$ cat src/rtl/fp_wb_arbiter_if.sv
// rtl/fp_wb_arbiter_if.sv - ALU/load writeback requests and FP register file write port
interface fp_wb_arbiter_if;
  logic        AluReq;
  logic [4:0]  AluFmt;
  logic [4:0]  AluReg;
  logic [63:0] AluData;
  logic        AluGnt;
  logic        LdReq;
  logic [4:0]  LdFmt;
  logic [4:0]  LdReg;
  logic [63:0] LdData;
  logic        LdGnt;
  logic        FPRegWrite;
  logic [4:0]  FPWriteRegister;
  logic [31:0] FPWriteData;
  logic        Busy;

  modport slave (
    input  AluReq, AluFmt, AluReg, AluData,
    input  LdReq, LdFmt, LdReg, LdData,
    output AluGnt, LdGnt,
    output FPRegWrite, FPWriteRegister, FPWriteData, Busy
  );

  modport master (
    output AluReq, AluFmt, AluReg, AluData,
    output LdReq, LdFmt, LdReg, LdData,
    input  AluGnt, LdGnt,
    input  FPRegWrite, FPWriteRegister, FPWriteData, Busy
  );
endinterface

$ cat src/rtl/fp_wb_arbiter.sv
// rtl/fp_wb_arbiter.sv - round-robin arbiter serialising FP ALU and load writebacks
// into 32-bit register file writes; doubles take two cycles (reg, reg+1).
module fp_wb_arbiter #(
  parameter logic [4:0] FMT_S = 5'h10,
  parameter logic [4:0] FMT_D = 5'h11
) (
  input logic           clk,
  input logic           rst_n,
  fp_wb_arbiter_if.slave bus
);

  typedef enum logic [1:0] {IDLE, WR_S, WR_LO, WR_HI} state_t;

  state_t      state, state_nxt;
  logic        ptr_ld, ptr_ld_nxt;
  logic [4:0]  cap_reg;
  logic [63:0] cap_data;

  logic        accept;
  logic        alu_gnt, ld_gnt, any_gnt;
  logic [4:0]  win_fmt, win_reg;
  logic [63:0] win_data;
  logic [4:0]  wr_reg;
  logic [31:0] wr_data;

  // Acceptance is allowed whenever the word being written this cycle is the
  // last one of its transaction, so back-to-back writebacks have no bubble.
  always_comb begin
    accept     = rst_n && (state != WR_LO);
    alu_gnt    = accept && bus.AluReq && (!bus.LdReq || !ptr_ld);
    ld_gnt     = accept && bus.LdReq && !alu_gnt;
    any_gnt    = alu_gnt || ld_gnt;
    win_fmt    = ld_gnt ? bus.LdFmt  : bus.AluFmt;
    win_reg    = ld_gnt ? bus.LdReg  : bus.AluReg;
    win_data   = ld_gnt ? bus.LdData : bus.AluData;
    ptr_ld_nxt = ptr_ld;
    if (alu_gnt) begin
      ptr_ld_nxt = 1'b1;
    end else if (ld_gnt) begin
      ptr_ld_nxt = 1'b0;
    end
    state_nxt = IDLE;
    if (state == WR_LO) begin
      state_nxt = WR_HI;
    end else if (any_gnt) begin
      if (win_fmt == FMT_S) begin
        state_nxt = WR_S;
      end else if (win_fmt == FMT_D) begin
        state_nxt = WR_LO;
      end
    end
  end

  always_ff @(posedge clk or negedge rst_n) begin
    if (!rst_n) begin
      state    <= IDLE;
      ptr_ld   <= 1'b0;
      cap_reg  <= 5'd0;
      cap_data <= 64'd0;
    end else begin
      state  <= state_nxt;
      ptr_ld <= ptr_ld_nxt;
      if (any_gnt) begin
        cap_reg  <= win_reg;
        cap_data <= win_data;
      end
    end
  end

  // Write port decodes only registered state, never the request inputs.
  always_comb begin
    wr_reg  = 5'd0;
    wr_data = 32'd0;
    case (state)
      WR_S, WR_LO: begin
        wr_reg  = cap_reg;
        wr_data = cap_data[31:0];
      end
      WR_HI: begin
        wr_reg  = cap_reg + 5'd1;
        wr_data = cap_data[63:32];
      end
      default: begin
        wr_reg  = 5'd0;
        wr_data = 32'd0;
      end
    endcase
  end

  assign bus.AluGnt          = alu_gnt;
  assign bus.LdGnt           = ld_gnt;
  assign bus.FPRegWrite      = (state != IDLE) && (wr_reg != 5'd0);
  assign bus.FPWriteRegister = wr_reg;
  assign bus.FPWriteData     = wr_data;
  assign bus.Busy            = (state != IDLE);

endmodule

$ cat src/flat_wrapper.sv
// flat-port wrapper written by rule: the top's interface ports become plain ports
module fp_wb_arbiter_flat 
#(
  parameter logic [4:0] FMT_S = 5'h10,
  parameter logic [4:0] FMT_D = 5'h11
)
  (clk, rst_n, bus_AluReq, bus_AluFmt, bus_AluReg, bus_AluData, bus_LdReq, bus_LdFmt, bus_LdReg, bus_LdData, bus_AluGnt, bus_LdGnt, bus_FPRegWrite, bus_FPWriteRegister, bus_FPWriteData, bus_Busy);
  fp_wb_arbiter_if bus_i ();
  input logic clk;
  input logic rst_n;
  input wire logic [$bits(bus_i.AluReq)-1:0] bus_AluReq;
  input wire logic [$bits(bus_i.AluFmt)-1:0] bus_AluFmt;
  input wire logic [$bits(bus_i.AluReg)-1:0] bus_AluReg;
  input wire logic [$bits(bus_i.AluData)-1:0] bus_AluData;
  input wire logic [$bits(bus_i.LdReq)-1:0] bus_LdReq;
  input wire logic [$bits(bus_i.LdFmt)-1:0] bus_LdFmt;
  input wire logic [$bits(bus_i.LdReg)-1:0] bus_LdReg;
  input wire logic [$bits(bus_i.LdData)-1:0] bus_LdData;
  output wire logic [$bits(bus_i.AluGnt)-1:0] bus_AluGnt;
  output wire logic [$bits(bus_i.LdGnt)-1:0] bus_LdGnt;
  output wire logic [$bits(bus_i.FPRegWrite)-1:0] bus_FPRegWrite;
  output wire logic [$bits(bus_i.FPWriteRegister)-1:0] bus_FPWriteRegister;
  output wire logic [$bits(bus_i.FPWriteData)-1:0] bus_FPWriteData;
  output wire logic [$bits(bus_i.Busy)-1:0] bus_Busy;
  assign bus_i.AluReq = bus_AluReq;
  assign bus_i.AluFmt = bus_AluFmt;
  assign bus_i.AluReg = bus_AluReg;
  assign bus_i.AluData = bus_AluData;
  assign bus_i.LdReq = bus_LdReq;
  assign bus_i.LdFmt = bus_LdFmt;
  assign bus_i.LdReg = bus_LdReg;
  assign bus_i.LdData = bus_LdData;
  assign bus_AluGnt = bus_i.AluGnt;
  assign bus_LdGnt = bus_i.LdGnt;
  assign bus_FPRegWrite = bus_i.FPRegWrite;
  assign bus_FPWriteRegister = bus_i.FPWriteRegister;
  assign bus_FPWriteData = bus_i.FPWriteData;
  assign bus_Busy = bus_i.Busy;
  fp_wb_arbiter #(.FMT_S(FMT_S), .FMT_D(FMT_D)) u_core (.clk(clk), .rst_n(rst_n), .bus(bus_i));
endmodule
$ cat config.mk
export PLATFORM = sky130hd
export DESIGN_NAME = fp_wb_arbiter_flat
export DESIGN_NICKNAME = d
export VERILOG_FILES = /design/src/rtl/fp_wb_arbiter_if.sv /design/src/rtl/fp_wb_arbiter.sv /design/src/flat_wrapper.sv
export SDC_FILE = /design/constraint.sdc
export NUM_CORES = 1
export LEC_CHECK = 0
export ABC_AREA = 1
export BUFFER_PORTS_ARGS = -buffer_cell sky130_fd_sc_hd__buf_4
export CELL_PAD_IN_SITES_DETAIL_PLACEMENT = 0
export CELL_PAD_IN_SITES_GLOBAL_PLACEMENT = 1
export CORE_MARGIN = 2
export CORE_UTILIZATION = 30
export CTS_BUF_LIST = sky130_fd_sc_hd__clkbuf_16
export CTS_CLUSTER_SIZE = 12
export DETAILED_ROUTE_END_ITERATION = 8
export PLACE_DENSITY_LB_ADDON = 0.2
export SKIP_LAST_GASP = 1
export SLEW_MARGIN = 25
export SYNTH_ARGS = -nofsm -noshare
export SYNTH_HDL_FRONTEND = slang
export SYNTH_SLANG_ARGS = --single-unit
$ cat constraint.sdc
create_clock -name clk -period 2 [get_ports clk]
set_input_delay 0.1 -clock clk [delete_from_list [all_inputs] [get_ports clk]]
set_output_delay 0.1 -clock clk [all_outputs]
set_load 0.03 [all_outputs]
After elaboration in Yosys (flattened, before gate mapping):

Index checks and enable logic that the tools add are counted.

* flip-flop bits (word level): 72
* bits of input ports: 152
* output and inout port bits: 41
* logic and storage cells: 37

* $add $sub $neg: 1
* equal/unequal tests: 6
* mux-type cells: 11
* reduce and logical (&&, ||, !) cells: 15

Operators by type and width (number)
* 2-to-1 mux 64 bit: 1
* case mux 32 bit (2 select lines): 1
* equality test 5 bit (second input constant): 2
* 2-to-1 mux 5 bit: 2
* case mux 5 bit (2 select lines): 1
* 2-to-1 mux 2 bit: 4
* logical AND 1 bit: 6
* adder 5 x 1 -> 5 bit (second input constant): 1
* nonzero test 5 bit: 1
* equality test 2 bit (second input constant): 2
* nonzero test 2 bit: 2
* logical NOT 1 bit: 3
* equality test 2 x 1 -> 1 bit (second input constant): 1
* logical OR 1 bit: 2
* 2-to-1 mux 1 bit: 2
* != test 2 bit (second input constant): 1
* OR reduction 2 bit: 1

Depth between registers and ports, before layout:

* depth after elaboration: 12
* mapped depth: 11
* gate-level depth less buffers: 11

Worst setup path after synthesis:

Ideal clock, no wire load.

* path type: flip-flop to output port
* start: register u_core.state[1]
* end: output port bus_FPWriteData[0]
* arrival: 1682 ps
* data required time: 1900 ps
* slack: 218 ps
* stages on the path, launching flop included: 7
* buffers on the path: 2
* cells stage by stage: dfrtp_1 inv_1 ha_1 buf_2 buf_1 nand2_1 a21oi_1

* cells in the longest elaborated chain, start to end: 3
* elaborated cells on any way between the ends: 5

Ends and longest elaborated chain
* start: declaration: RTL line fp_wb_arbiter.sv:14 `state_t state, state_nxt;`
* start signal: assignment: RTL line fp_wb_arbiter.sv:61 `state <= state_nxt;`
* equality test 2 x 1 -> 1 bit or equality test 2 bit (tied branches): RTL line fp_wb_arbiter.sv:74 `case (state)`
* OR reduction 2 bit: RTL line fp_wb_arbiter.sv:74
* case mux 32 bit (2 select lines) (*): RTL line fp_wb_arbiter.sv:74
* end: declaration: RTL line flat_wrapper.sv:23 `output wire logic [$bits(bus_i.FPWriteData)-1:0] bus_FPWriteData;`

Mark *: on every way between the ends. The rest lies on a longest branch, timed or not.

Worst setup path in the final report:

* start: register u_core.state[1]
* end: output port bus_FPWriteData[24]

Same word-level chain as after synthesis.

==> flow_summary.yaml <==
run_status:
  status: "completed"
setup_path:
  path_max_fanout: 12
  r2r_cells: 8
  arrival_ps: 1840
  end_kind: "output pin"
  start_kind: "flip-flop"
  worstPathRequired_ps: 1900
  r2r-end: "u_core.cap_data[6]"
  regToRegSetupSlack_ps: 120
  r2r-start: "u_core.state[0]"
  path_class: "reg -> out"
power:
  power_per_cell_area_nw_per_um2: 1010
  ir_worst_vdd_mv: 0.486
  swShare: 0.379
  p_sw_w: 0.00248
  internal_power_w: 0.00405
  power_frac_comb: 0.424
  leakage_nw: 3.25
  p_seq_frac: 0.358
  clkPwrFrac: 0.218
  finalPower_w: 0.00653
grt:
  gr-usage-all-layers: 0.184
  grt_start_max_net_pins: 83
  grt_first_pass_wirelength_um: 23200
  gr-total-overflow: 0
  first_global_vias: 4568
  antenna_found_initial: 0
timing:
  fin_skew_ps: 3.30
  period_minus_slack_ps: 1940
  slew_headroom: 0.531
  setup_viol: 0
  worst_pin_slew_ps: 704
  final-max-slew-violation-count: 0
  period_share: 0.968
  layout_setup_ws_ps: 63.5
  rsz0062_at_grt: "yes"
  fmax_mhz: 516
  hold_viol_final: 0
  holdWs_ps: 16.4
  fin_tns_setup_ps: 0
logic_synthesis:
  postSynthCellCount: 562
  syn_area_per_cell_um2: 7.92
  yosys_warnings: 0
  synth_common_cells: "nand2_1, inv_1, nor2_1, dfrtp_1"
  synth_cell_types: 25
  ys.flop_type: "dfrtp_1"
  yosysSeqAreaShare: 0.405
  synth_most_common_cell: "nand2_1"
  async_flop_share: 1.00
  synth_edf_count: 0
  synth_fp_nets: 719
  synth_area_um2: 4450
  ys_seq_elements: 72
  netlist.top_cell.by_area: "dfrtp_1"
  yosysTopAreaCellShare: 0.405
  synth_area_leaders: "dfrtp_1, o22ai_2, nand2_1"
floorplan:
  die-area_um2: 15800
  num_io_pins: 193
  fp.dieH_um: 126
  core-area_um2: 14500
  start_util: 0.306
  fp.dieW_um: 126
  core.rowCount: 44
place:
  io_buffers: 192
  dpl_cell_area_um2: 6010
  pre_cts_ws_ps: 132
  gp_congestion: 0.752
  dp_hpwl_um: 9930
drt:
  dr.pass1.iters: 4
  viasPerCell: 4.76
  routed_wl_um: 14900
  antenna_left: 0
  wl_per_cell_um: 16.0
  drt_iter0_markers: 178
  drc: 0
  vias: 4433
layout:
  largest_reg_flops: 64
  area_delta_synth_final_pct: 45.4
  nets: 900
  n_fill_cell: 1504
  drive_above_1_share: 0.390
  antennaDiodeCount: 0
  final_cell_area_um2: 6470
  regArea_um2: 1800
  multi_input_area_um2: 2140
clock_network:
  cts-htree-levels: 3
  cts_tree: "done"
  clockRootBuffer: "clkbuf_16"
  cts.sinks: 72
  clk_pin_slew_ps: 60
  numCtsBuffers: 9
  clkLatencyLatePin_ps: 340
  clock_path_buffers: 2
job:
  maxCapViolCount: 0
hold_path:
  worstHoldStart: "bus_LdData[52]"
  worstHoldPathCells: 3
  hold_class: "in -> reg"
  hold_end: "u_core.cap_data[52]"
==> layer usage <==
metal | global-route usage | vias to the layer above | wire (um)
li1 | - | 2189 | -
met1 | 0.224 | 2078 | 6610
met2 | 0.317 | 155 | 7090
met3 | 0.0620 | 11 | 1110
met4 | 0.0401 | 0 | 115
met5 | 0 | - | 0
==> per-stage QoR <==
stage          utilization  instances
3_5_place_dp         0.414        910
2_1_floorplan            -        562
4_1_cts              0.433        927
3_3_place_gp         0.414        910
5_1_grt              0.445        932
6_report             0.445        932
==> power by group through the flow <==
stage          combinational, W  clock (W)  sequential, W
3_3_place_gp            0.00250          0        0.00233
4_1_cts                 0.00258    0.00148        0.00233
3_5_place_dp            0.00254          0        0.00235
2_1_floorplan           0.00178          0        0.00227
6_report                0.00277    0.00143        0.00234
5_1_grt                 0.00305    0.00155        0.00241
==> how the worst max path moves through the flow <==
| stage | start | cells after the start | end | slack (ps) |
|---|---|---|---|---|
| 2_1_floorplan | u_core.state[1] | 6 | bus_FPWriteData[0] | 220 |
| 6_report | u_core.state[1] | 6 | bus_FPWriteData[24] | 60 |
| 4_1_cts | u_core.state[0] | 10 | bus_FPRegWrite | -50 |
| 3_3_place_gp | u_core.state[0] | 12 | u_core.state[0] | 230 |
| 5_1_grt | u_core.state[1] | 11 | bus_FPRegWrite | -40 |
| 3_5_place_dp | u_core.state[0] | 12 | u_core.state[1] | 130 |
==> cells by family after synthesis <==
family                   synth area share
adder cells (fa/ha/maj)            0.0141
flip-flops                          0.405
AND/OR/NAND/NOR                     0.157
AO/OA/AOI/OAI                       0.293
buffers and inverters               0.131
==> what timing repair did <==
item / 4_1_cts / 5_1_grt
gates resized for setup: 4 / 22
setup buffers: 0 / 3
hold buffers: 1 / 0
hold endpoints to repair: 1 / 0
pin swaps: 0 / 3
endpoints found under the setup margin: 25 / 35
cloned: 0 / 2
==> critical path: stages (launching register included) <==
cell	delay (ps)
dfrtp_1	420
inv_2	90
ha_4	350
clkbuf_16	190
nand2_1	50
a21oi_1	190
buf_4	190
==> layout make-up <==
class,count,share of cell area
Timing Repair Buffer,211,0.264
Clock buffer,9,0.0348
Sequential cell,72,0.278
Inverter,88,0.0510
Tap cell,184,0.0356
Multi-Input combinational cell,361,0.331
Clock inverter,7,0.00464
==> placed cells by master (no fill, tap or decap), types with 3 or more instances in the layout <==
cell type	synthesis	routed
clkinv_1	0	3
buf_4	7	198
nor2_1	73	71
dfrtp_1	72	72
o22ai_2	51	51
nand3_1	5	3
buf_12	0	4
inv_1	87	85
clkbuf_16	0	12
buf_6	8	4
o22ai_1	17	17
o21ai_0	19	19
a21oi_1	34	33
nand2_1	96	94
ha_4	0	3
clkinv_2	0	3
o21ai_1	51	51
inv_2	1	4
nand2_4	1	3
No activity file was read; power rests on OpenSTA's default activity.
